==> src/rtl/glb_cfg_reg_router.sv <==
// glb_cfg_reg_router: routes one host config request stream to NUM_CH
// per-channel register ports. Writes go through a 2-stage pipeline whose
// clock enable leads the strobe by one cycle. Reads use a single-outstanding
// FSM with a timeout and an error return.
// Optional feature macro: GLB_CFG_BCAST_EN (an all-ones channel select on a
// write is sent to every channel).
//
// Read FSM states
//   state | meaning
//   IDLE  | no read outstanding, accepts h_rd_en
//   CLK   | clock enable raised on the target channel (or bad sel noted)
//   REQ   | read strobe plus address presented to the target channel
//   WAIT  | waiting for channel valid, timeout counter running
//   RESP  | one-cycle response pulse to the host
module glb_cfg_reg_router #(
  parameter int NUM_CH       = 4,
  parameter int ADDR_WIDTH   = 12,
  parameter int DATA_WIDTH   = 32,
  parameter int CH_SEL_LSB   = 8,
  parameter int CH_SEL_WIDTH = 3,
  parameter int RD_TIMEOUT   = 16
) (
  input  logic                         clk,
  input  logic                         reset_n,
  input  logic                         h_wr_en,
  input  logic [ADDR_WIDTH-1:0]        h_wr_addr,
  input  logic [DATA_WIDTH-1:0]        h_wr_data,
  input  logic                         h_rd_en,
  input  logic [ADDR_WIDTH-1:0]        h_rd_addr,
  output logic [DATA_WIDTH-1:0]        h_rd_data,
  output logic                         h_rd_data_valid,
  output logic                         h_rd_err,
  output logic                         h_rd_busy,
  output logic [NUM_CH-1:0]            c_wr_en,
  output logic [NUM_CH-1:0]            c_wr_clk_en,
  output logic [ADDR_WIDTH-1:0]        c_wr_addr,
  output logic [DATA_WIDTH-1:0]        c_wr_data,
  output logic [NUM_CH-1:0]            c_rd_en,
  output logic [NUM_CH-1:0]            c_rd_clk_en,
  output logic [ADDR_WIDTH-1:0]        c_rd_addr,
  input  logic [NUM_CH*DATA_WIDTH-1:0] c_rd_data,
  input  logic [NUM_CH-1:0]            c_rd_data_valid
);

`ifdef GLB_CFG_BCAST_EN
  localparam bit BCAST_EN = 1'b1;
`else
  localparam bit BCAST_EN = 1'b0;
`endif

  localparam int CNT_W = $clog2(RD_TIMEOUT);
  localparam logic [CNT_W-1:0]        CNT_LAST = CNT_W'(RD_TIMEOUT - 1);
  localparam logic [CH_SEL_WIDTH:0]   NUM_CH_W = (CH_SEL_WIDTH + 1)'(NUM_CH);
  localparam logic [CH_SEL_WIDTH-1:0] SEL_ALL  = '1;

  typedef enum logic [2:0] {ST_IDLE, ST_CLK, ST_REQ, ST_WAIT, ST_RESP} rd_state_e;

  function automatic logic [NUM_CH-1:0] sel_onehot(input logic [CH_SEL_WIDTH-1:0] sel);
    sel_onehot = '0;
    for (int i = 0; i < NUM_CH; i++) begin
      if (sel == CH_SEL_WIDTH'(i)) sel_onehot[i] = 1'b1;
    end
  endfunction

  // ---------------- write path ----------------
  logic [CH_SEL_WIDTH-1:0] wr_sel;
  logic [NUM_CH-1:0]       wr_oh_d, wr_s1_oh_q, wr_s2_oh_q;
  logic [ADDR_WIDTH-1:0]   wr_s1_addr_q, wr_addr_q;
  logic [DATA_WIDTH-1:0]   wr_s1_data_q, wr_data_q;

  assign wr_sel = h_wr_addr[CH_SEL_LSB +: CH_SEL_WIDTH];

  // Decode the write target; out-of-range selects give an empty mask (dropped).
  always_comb begin
    wr_oh_d = '0;
    if (h_wr_en) begin
      wr_oh_d = sel_onehot(wr_sel);
      if (BCAST_EN && (wr_sel == SEL_ALL)) wr_oh_d = '1;
    end
  end

  // Two-stage write pipeline; address/data only move with a live write so they hold when idle.
  always_ff @(posedge clk) begin
    if (!reset_n) begin
      wr_s1_oh_q   <= '0;
      wr_s2_oh_q   <= '0;
      wr_s1_addr_q <= '0;
      wr_s1_data_q <= '0;
      wr_addr_q    <= '0;
      wr_data_q    <= '0;
    end else begin
      wr_s1_oh_q <= wr_oh_d;
      wr_s2_oh_q <= wr_s1_oh_q;
      if (|wr_oh_d) begin
        wr_s1_addr_q <= h_wr_addr;
        wr_s1_data_q <= h_wr_data;
      end
      if (|wr_s1_oh_q) begin
        wr_addr_q <= wr_s1_addr_q;
        wr_data_q <= wr_s1_data_q;
      end
    end
  end

  assign c_wr_en     = wr_s2_oh_q;
  assign c_wr_clk_en = wr_s1_oh_q | wr_s2_oh_q;
  assign c_wr_addr   = wr_addr_q;
  assign c_wr_data   = wr_data_q;

  // ---------------- read path ----------------
  rd_state_e               state_q, state_d;
  logic [ADDR_WIDTH-1:0]   rd_addr_q, rd_addr_d;
  logic [CH_SEL_WIDTH-1:0] rd_sel_q, rd_sel_d, h_rd_sel;
  logic                    rd_sel_ok_q, rd_sel_ok_d;
  logic [CNT_W-1:0]        cnt_q, cnt_d;
  logic [DATA_WIDTH-1:0]   rd_data_q, rd_data_d, ch_data;
  logic                    rd_err_q, rd_err_d, ch_vld;
  logic [NUM_CH-1:0]       rd_oh;

  assign h_rd_sel = h_rd_addr[CH_SEL_LSB +: CH_SEL_WIDTH];

  // Pick the selected channel's valid and data slice.
  always_comb begin
    ch_vld  = 1'b0;
    ch_data = '0;
    for (int i = 0; i < NUM_CH; i++) begin
      if (rd_sel_q == CH_SEL_WIDTH'(i)) begin
        ch_vld  = c_rd_data_valid[i];
        ch_data = c_rd_data[i*DATA_WIDTH +: DATA_WIDTH];
      end
    end
  end

  // Read FSM next-state and response capture.
  always_comb begin
    state_d     = state_q;
    rd_addr_d   = rd_addr_q;
    rd_sel_d    = rd_sel_q;
    rd_sel_ok_d = rd_sel_ok_q;
    cnt_d       = cnt_q;
    rd_data_d   = rd_data_q;
    rd_err_d    = rd_err_q;
    case (state_q)
      ST_IDLE: begin
        cnt_d = '0;
        if (h_rd_en) begin
          rd_addr_d   = h_rd_addr;
          rd_sel_d    = h_rd_sel;
          rd_sel_ok_d = ({1'b0, h_rd_sel} < NUM_CH_W) && !(BCAST_EN && (h_rd_sel == SEL_ALL));
          state_d     = ST_CLK;
        end
      end
      ST_CLK: begin
        if (!rd_sel_ok_q) begin
          rd_data_d = '0;
          rd_err_d  = 1'b1;
          state_d   = ST_RESP;
        end else begin
          state_d = ST_REQ;
        end
      end
      ST_REQ: begin
        cnt_d   = '0;
        state_d = ST_WAIT;
      end
      ST_WAIT: begin
        if (ch_vld) begin
          rd_data_d = ch_data;
          rd_err_d  = 1'b0;
          state_d   = ST_RESP;
        end else if (cnt_q == CNT_LAST) begin
          rd_data_d = '0;
          rd_err_d  = 1'b1;
          state_d   = ST_RESP;
        end else begin
          cnt_d = cnt_q + 1'b1;
        end
      end
      ST_RESP: begin
        cnt_d   = '0;
        state_d = ST_IDLE;
      end
      default: state_d = ST_IDLE;
    endcase
  end

  // Read FSM state register.
  always_ff @(posedge clk) begin
    if (!reset_n) begin
      state_q     <= ST_IDLE;
      rd_addr_q   <= '0;
      rd_sel_q    <= '0;
      rd_sel_ok_q <= 1'b0;
      cnt_q       <= '0;
      rd_data_q   <= '0;
      rd_err_q    <= 1'b0;
    end else begin
      state_q     <= state_d;
      rd_addr_q   <= rd_addr_d;
      rd_sel_q    <= rd_sel_d;
      rd_sel_ok_q <= rd_sel_ok_d;
      cnt_q       <= cnt_d;
      rd_data_q   <= rd_data_d;
      rd_err_q    <= rd_err_d;
    end
  end

  // Masking with rd_sel_ok_q keeps a bad select from touching any channel.
  assign rd_oh           = sel_onehot(rd_sel_q) & {NUM_CH{rd_sel_ok_q}};
  assign c_rd_clk_en     = (state_q inside {ST_CLK, ST_REQ, ST_WAIT}) ? rd_oh : '0;
  assign c_rd_en         = (state_q == ST_REQ) ? rd_oh : '0;
  assign c_rd_addr       = rd_addr_q;
  assign h_rd_data       = rd_data_q;
  assign h_rd_data_valid = (state_q == ST_RESP);
  assign h_rd_err        = (state_q == ST_RESP) && rd_err_q;
  assign h_rd_busy       = (state_q != ST_IDLE);

endmodule

==> config.mk <==
export PLATFORM = sky130hd
export DESIGN_NAME = glb_cfg_reg_router
export DESIGN_NICKNAME = d
export VERILOG_FILES = /design/src/rtl/glb_cfg_reg_router.sv
export SDC_FILE = /design/constraint.sdc
export NUM_CORES = 1
export LEC_CHECK = 0
export CAP_MARGIN = 20
export CORE_MARGIN = 5
export CORE_UTILIZATION = 41
export CTS_CLUSTER_SIZE = 16
export DETAILED_ROUTE_END_ITERATION = 8
export PLACE_DENSITY = 0.86
export SYNTH_ARGS = -nofsm -noshare
export SYNTH_HDL_FRONTEND = slang
export SYNTH_SLANG_ARGS = --single-unit
==> constraint.sdc <==
create_clock -name clk -period 1.97 [get_ports clk]
set_input_delay 0.197 -clock clk [delete_from_list [all_inputs] [get_ports clk]]
set_output_delay 0.197 -clock clk [all_outputs]
set_load 0.02 [all_outputs]
[Word level (Yosys, flattened, before mapping)]
Cells that the tools add are included.
Word-level totals
  register bits after elaboration: 152
  memories: 0
  ROM bits: 0
  bits in latches: 0
  memory bits (writable): 0
  output and inout port bits: 107
Operators by class
  eq/ne operators: 16
  divide/modulo/power cells: 0
  add/sub/neg operators: 1
  multiply operators: 0
  reduce and logical (&&, ||, !) cells: 15
  multiplexer cells: 35
  shift operators: 0
  magnitude comparators: 1
  bitwise operators: 2
Operator list (number)
  2-to-1 mux 32 bit: 7
  one-hot mux 32 bit (2 select lines): 1
  2-to-1 mux 4 bit: 5
  == test 3 x 2 -> 1 bit, second input constant: 6
  2-to-1 mux 1 bit: 15
  2-to-1 mux 3 bit: 4
  one-hot mux 3 bit (4 select lines): 1
  == test 3 x 1 -> 1 bit, second input constant: 3
  zero test 3 bit: 3
  != test 2 bit, second input constant: 4
  one-hot mux 4 bit (2 select lines): 1
  OR reduction 4 bit: 2
  AND reduction 3 bit: 2
  nonzero test 3 bit: 2
  adder 4 x 1 -> 4 bit, second input constant: 1
  bitwise AND 4 bit: 1
  == test 4 bit, second input constant: 1
  OR 4 bit: 1
  AND reduction 2 bit: 2
  nonzero test 2 bit: 2
  == test 3 bit, second input constant: 1
  < comparator 3 bit, second input constant: 1
  != test 3 bit, second input constant: 1
  OR reduction 3 bit: 1
  2 further kinds: 2

[Longest topological paths before layout]
Gate-level depths: netlist of the first run.
  word-level depth: 7
  gate-level depth with buffers: 7

[Least setup slack after synthesis of the first run]
No wires, ideal clock.
  path kind: reg-to-output
  start point: register c_rd_addr[9] (netlist name)
  end point: output port c_rd_clk_en[2]
  setup slack: 0.250 ns
  stages on the path, launching flop included: 6
  arrival time: 1.523 ns
  path buffers: 3
  cells stage by stage: dfxtp_1 > buf_6 > buf_6 > buf_2 > nand2_1 > nor3_1
RTL lines
  end: declaration: line 39  | output logic [NUM_CH-1:0] c_rd_clk_en,

[Worst setup path in the final report of the first run]
  start point: register rd_sel_ok_q
  end point: output port c_rd_en[0]
On the way
  cells in the longest elaborated chain, start to end: 2
RTL lines
  start: declaration: line 114  | logic rd_sel_ok_q, rd_sel_ok_d;
  start signal: assignment: line 201  | rd_sel_ok_q <= rd_sel_ok_d;
  bitwise AND 4 bit: line 209  | assign rd_oh = sel_onehot(rd_sel_q) & {NUM_CH{rd_sel_ok_q}};
  2-to-1 mux 4 bit: line 211  | assign c_rd_en = (state_q == ST_REQ) ? rd_oh : '0;
  end: declaration: line 38  | output logic [NUM_CH-1:0] c_rd_en,
No other way between the ends.

==> results of run 1 <==
worst min-delay path: stages:
cell and delay [ps]:
buf_2 160, o21ai_0 100, a21oi_1 50
routing by layer:
metal	track usage, %	share of wire (%)	vias up
li1	-	-	3186
met1	27.2	40	3005
met2	40.3	48	258
met3	8.59	8.9	42
met4	8.43	3.0	0
met5	0	0	-
where the power goes:
part | leakage (nW) | switching (mW) | internal (mW)
registers | 1.21 | 0.0725 | 3.12
logic | 2.18 | 0.679 | 0.748
clock network | 0.294 | 1.42 | 1.85
registers in the layout, indices dropped and copies added, names as in the netlist, 12 cells and up:
signal and count:
c_rd_addr 12, c_wr_data 32, c_wr_addr 12, h_rd_data 32, wr_s1_data_q 32, wr_s1_addr_q 12
through the flow:
stage / hold WS [ps] / total power [mW] / utilization, % / cell area, um^2 / worst slack [ps]
2_1_floorplan: 269 / 3.98 / - / 6330 / 250
3_3_place_gp: 437 / 4.66 / 62.6 / 9490 / 153
3_5_place_dp: 443 / 4.68 / 62.6 / 9490 / 120
4_1_cts: 110 / 7.94 / 66.5 / 10100 / 71.8
5_1_grt: 131 / 8.19 / 66.6 / 10100 / 13.8
6_report: 133 / 7.88 / 66.6 / 10100 / 106
layout make-up:
class                           instances  area, um^2  area share [%]
Clock buffer                           18         439            4.35
Clock inverter                         14         163            1.61
Inverter                               13        50.0           0.496
Multi-Input combinational cell        536        3000            29.7
Sequential cell                       149        2990            29.6
Tap cell                              188         235            2.33
Timing Repair Buffer                  321        3220            31.9
synthesized netlist by cell type, types with 4 or more instances:
cell type and number:
nand3_1 9, nand2_1 240, and2_1 9, buf_6 5
or2_2 4, nor2b_1 5, dfxtp_1 149, clkbuf_1 32
mux2i_1 27, o21ai_0 4, o22ai_1 31, and3_1 4
inv_1 12, a21oi_1 101, a22oi_1 24, nand2b_1 5
nor3_1 11, buf_2 21, mux4_2 8, o2bb2ai_1 24
nor2_1 7
kinds of logic (layout without fill, tap and decap cells):
| kind of cell | after synthesis | in the layout | share of synthesized area, % |
|---|---|---|---|
| muxes | 35 | 35 | 7.12 |
| and+or+nand+nor | 304 | 304 | 20.4 |
| AOI/OAI and AO/OA | 196 | 196 | 19.5 |
| adders and majority gates | 1 | 1 | 0.198 |
| buffers and inverters | 75 | 366 | 5.64 |
| DFF | 149 | 149 | 47.1 |
path summary, 6_finish.rpt:
kind / from / end / depth (start not counted)
setup reg to reg: c_rd_addr[9] / rd_err_q / 5
setup / recovery: rd_sel_ok_q / c_rd_en[0] / 4
hold / removal: reset_n / rd_sel_ok_q / 3
hold reg to reg: c_wr_data[15] / c_wr_data[15] / 2
timing repair:
action                                  4_1_cts  5_1_grt
gates resized for setup                      13        2
endpoints found under the setup margin       12        4
gates cloned                                  0        0
buffers inserted                              0        0
==> results.txt, run 1 <==
synthesized instance count: 760
Yosys top cell by area: dfxtp_1
Core ar.: 15100 um^2
DP Wirelength: 16300 um
minimum clock period: 1860 ps
total number of vias: 6491
initial drt markers: 349
Net count, final: 1231
Die W: 134 um
DR WL/cell: 17.7 um
Clock Pin Slew Worst Setup and Hold Paths: 60 ps
number of global-route vias before repair: 6320
sequential share of the synthesized area: 47.1%
Worst Setup Start Kind: flip-flop
# diodes: 0
CP Buf/Inv Count: 1
total grt overflow: 0
fin crit share: 94.6%
CP delay by family, top: simple AND/OR/NAND/NOR gates
Post-CTS Hold Buffers: 0
Non-Filler Instances: 1239
syn nets: 953
Worst Setup End Kind: output pin
total negative slack: 0 ps
commonest non-fill, non-tap cell in the layout: clkdlybuf4s50_1
setup violators final: 0
ranking of synthesized cells by area: dfxtp_1, nand2_1, a21oi_1
# DRC: 0
slowest CP cell: dlygate4sd2_1
GRT Total Usage: 23.6%
FF+latch count, synth: 149
Post-synth ARST share: 0%
ratio of cells with drive above 1 in the final layout: 7.61%
maximum VDD drop: 0.547 mV
Final Skew: 10.6 ps
status: complete, no violations
Root Buffer: clkbuf_16
count of final hold-check violations: 0
area delta synth->final: 59.5%
number of flops mapped to enable cells by yosys: 0
fillcell total: 1191
RSZ-0062 raised after global routing: false
Synth Flop Type: dfxtp_1
TritonRoute pass-1 iters: 4
number of placed instances with taps included: 1206
max_slew headroom: 67.8%
Max FO, Critical Path: 4
initial antenna violation count: 0
CP Data Arrival Time: 1670 ps
PwrDens: 781 nW/um^2
Synth warnings: 0
Netlist cell types: 44
Clock Sinks: 149
starting density of the core: 41.8%
Max Freq: 536 MHz
via/cell ratio: 5.24
HP Class: input port to flip-flop
Slew @ Worst Pin: 483 ps
CTS Buf Count: 17
mean area per synthesized cell: 8.33 um^2
port buffer count: 298
largest net degree at the start of global routing: 45
WL final: 22000 um
H-tree Lvls: 4
Die H: 134 um
worst reg2reg setup slack: 190 ps
Worst path max stage delay: 370 ps
Ports: 299
most frequent cells in the layout: clkdlybuf4s50_1, nand2_1, dfxtp_1
Die Area: 18000 um^2
critical path class: flip-flop to output pin
CP Cell Sequence: nor2b_1, nand3b_1, nor3_1, dlygate4sd2_1
placement row count: 45
clk buf depth: 2
CTS tree: yes
post-route ant nets: 0
clk_lat worst skew: 420 ps
Placer Congestion: 0.833
Required @ worst endpoint: 1770 ps
cell area after synthesis: 6330 um^2
Static Leakage: 3.68 nW
first-pass GRT wire length: 33800 um
max-cap check violation count: 0
Slew Limit Fails: 0
Synth top area share: 47.1%
(Power assumes the default switching activity.)
==> run 2, diff against run 1 <==
--- a/config.mk
+++ b/config.mk
@@ -8,6 +8,7 @@
 export CAP_MARGIN = 20
 export CORE_MARGIN = 5
 export CORE_UTILIZATION = 41
+export CTS_CLUSTER_DIAMETER = 120
 export CTS_CLUSTER_SIZE = 16
 export DETAILED_ROUTE_END_ITERATION = 8
 export PLACE_DENSITY = 0.86
==> results of run 2 <==
Same layout as run 1: the final DEF is identical, and so are final timing and power.
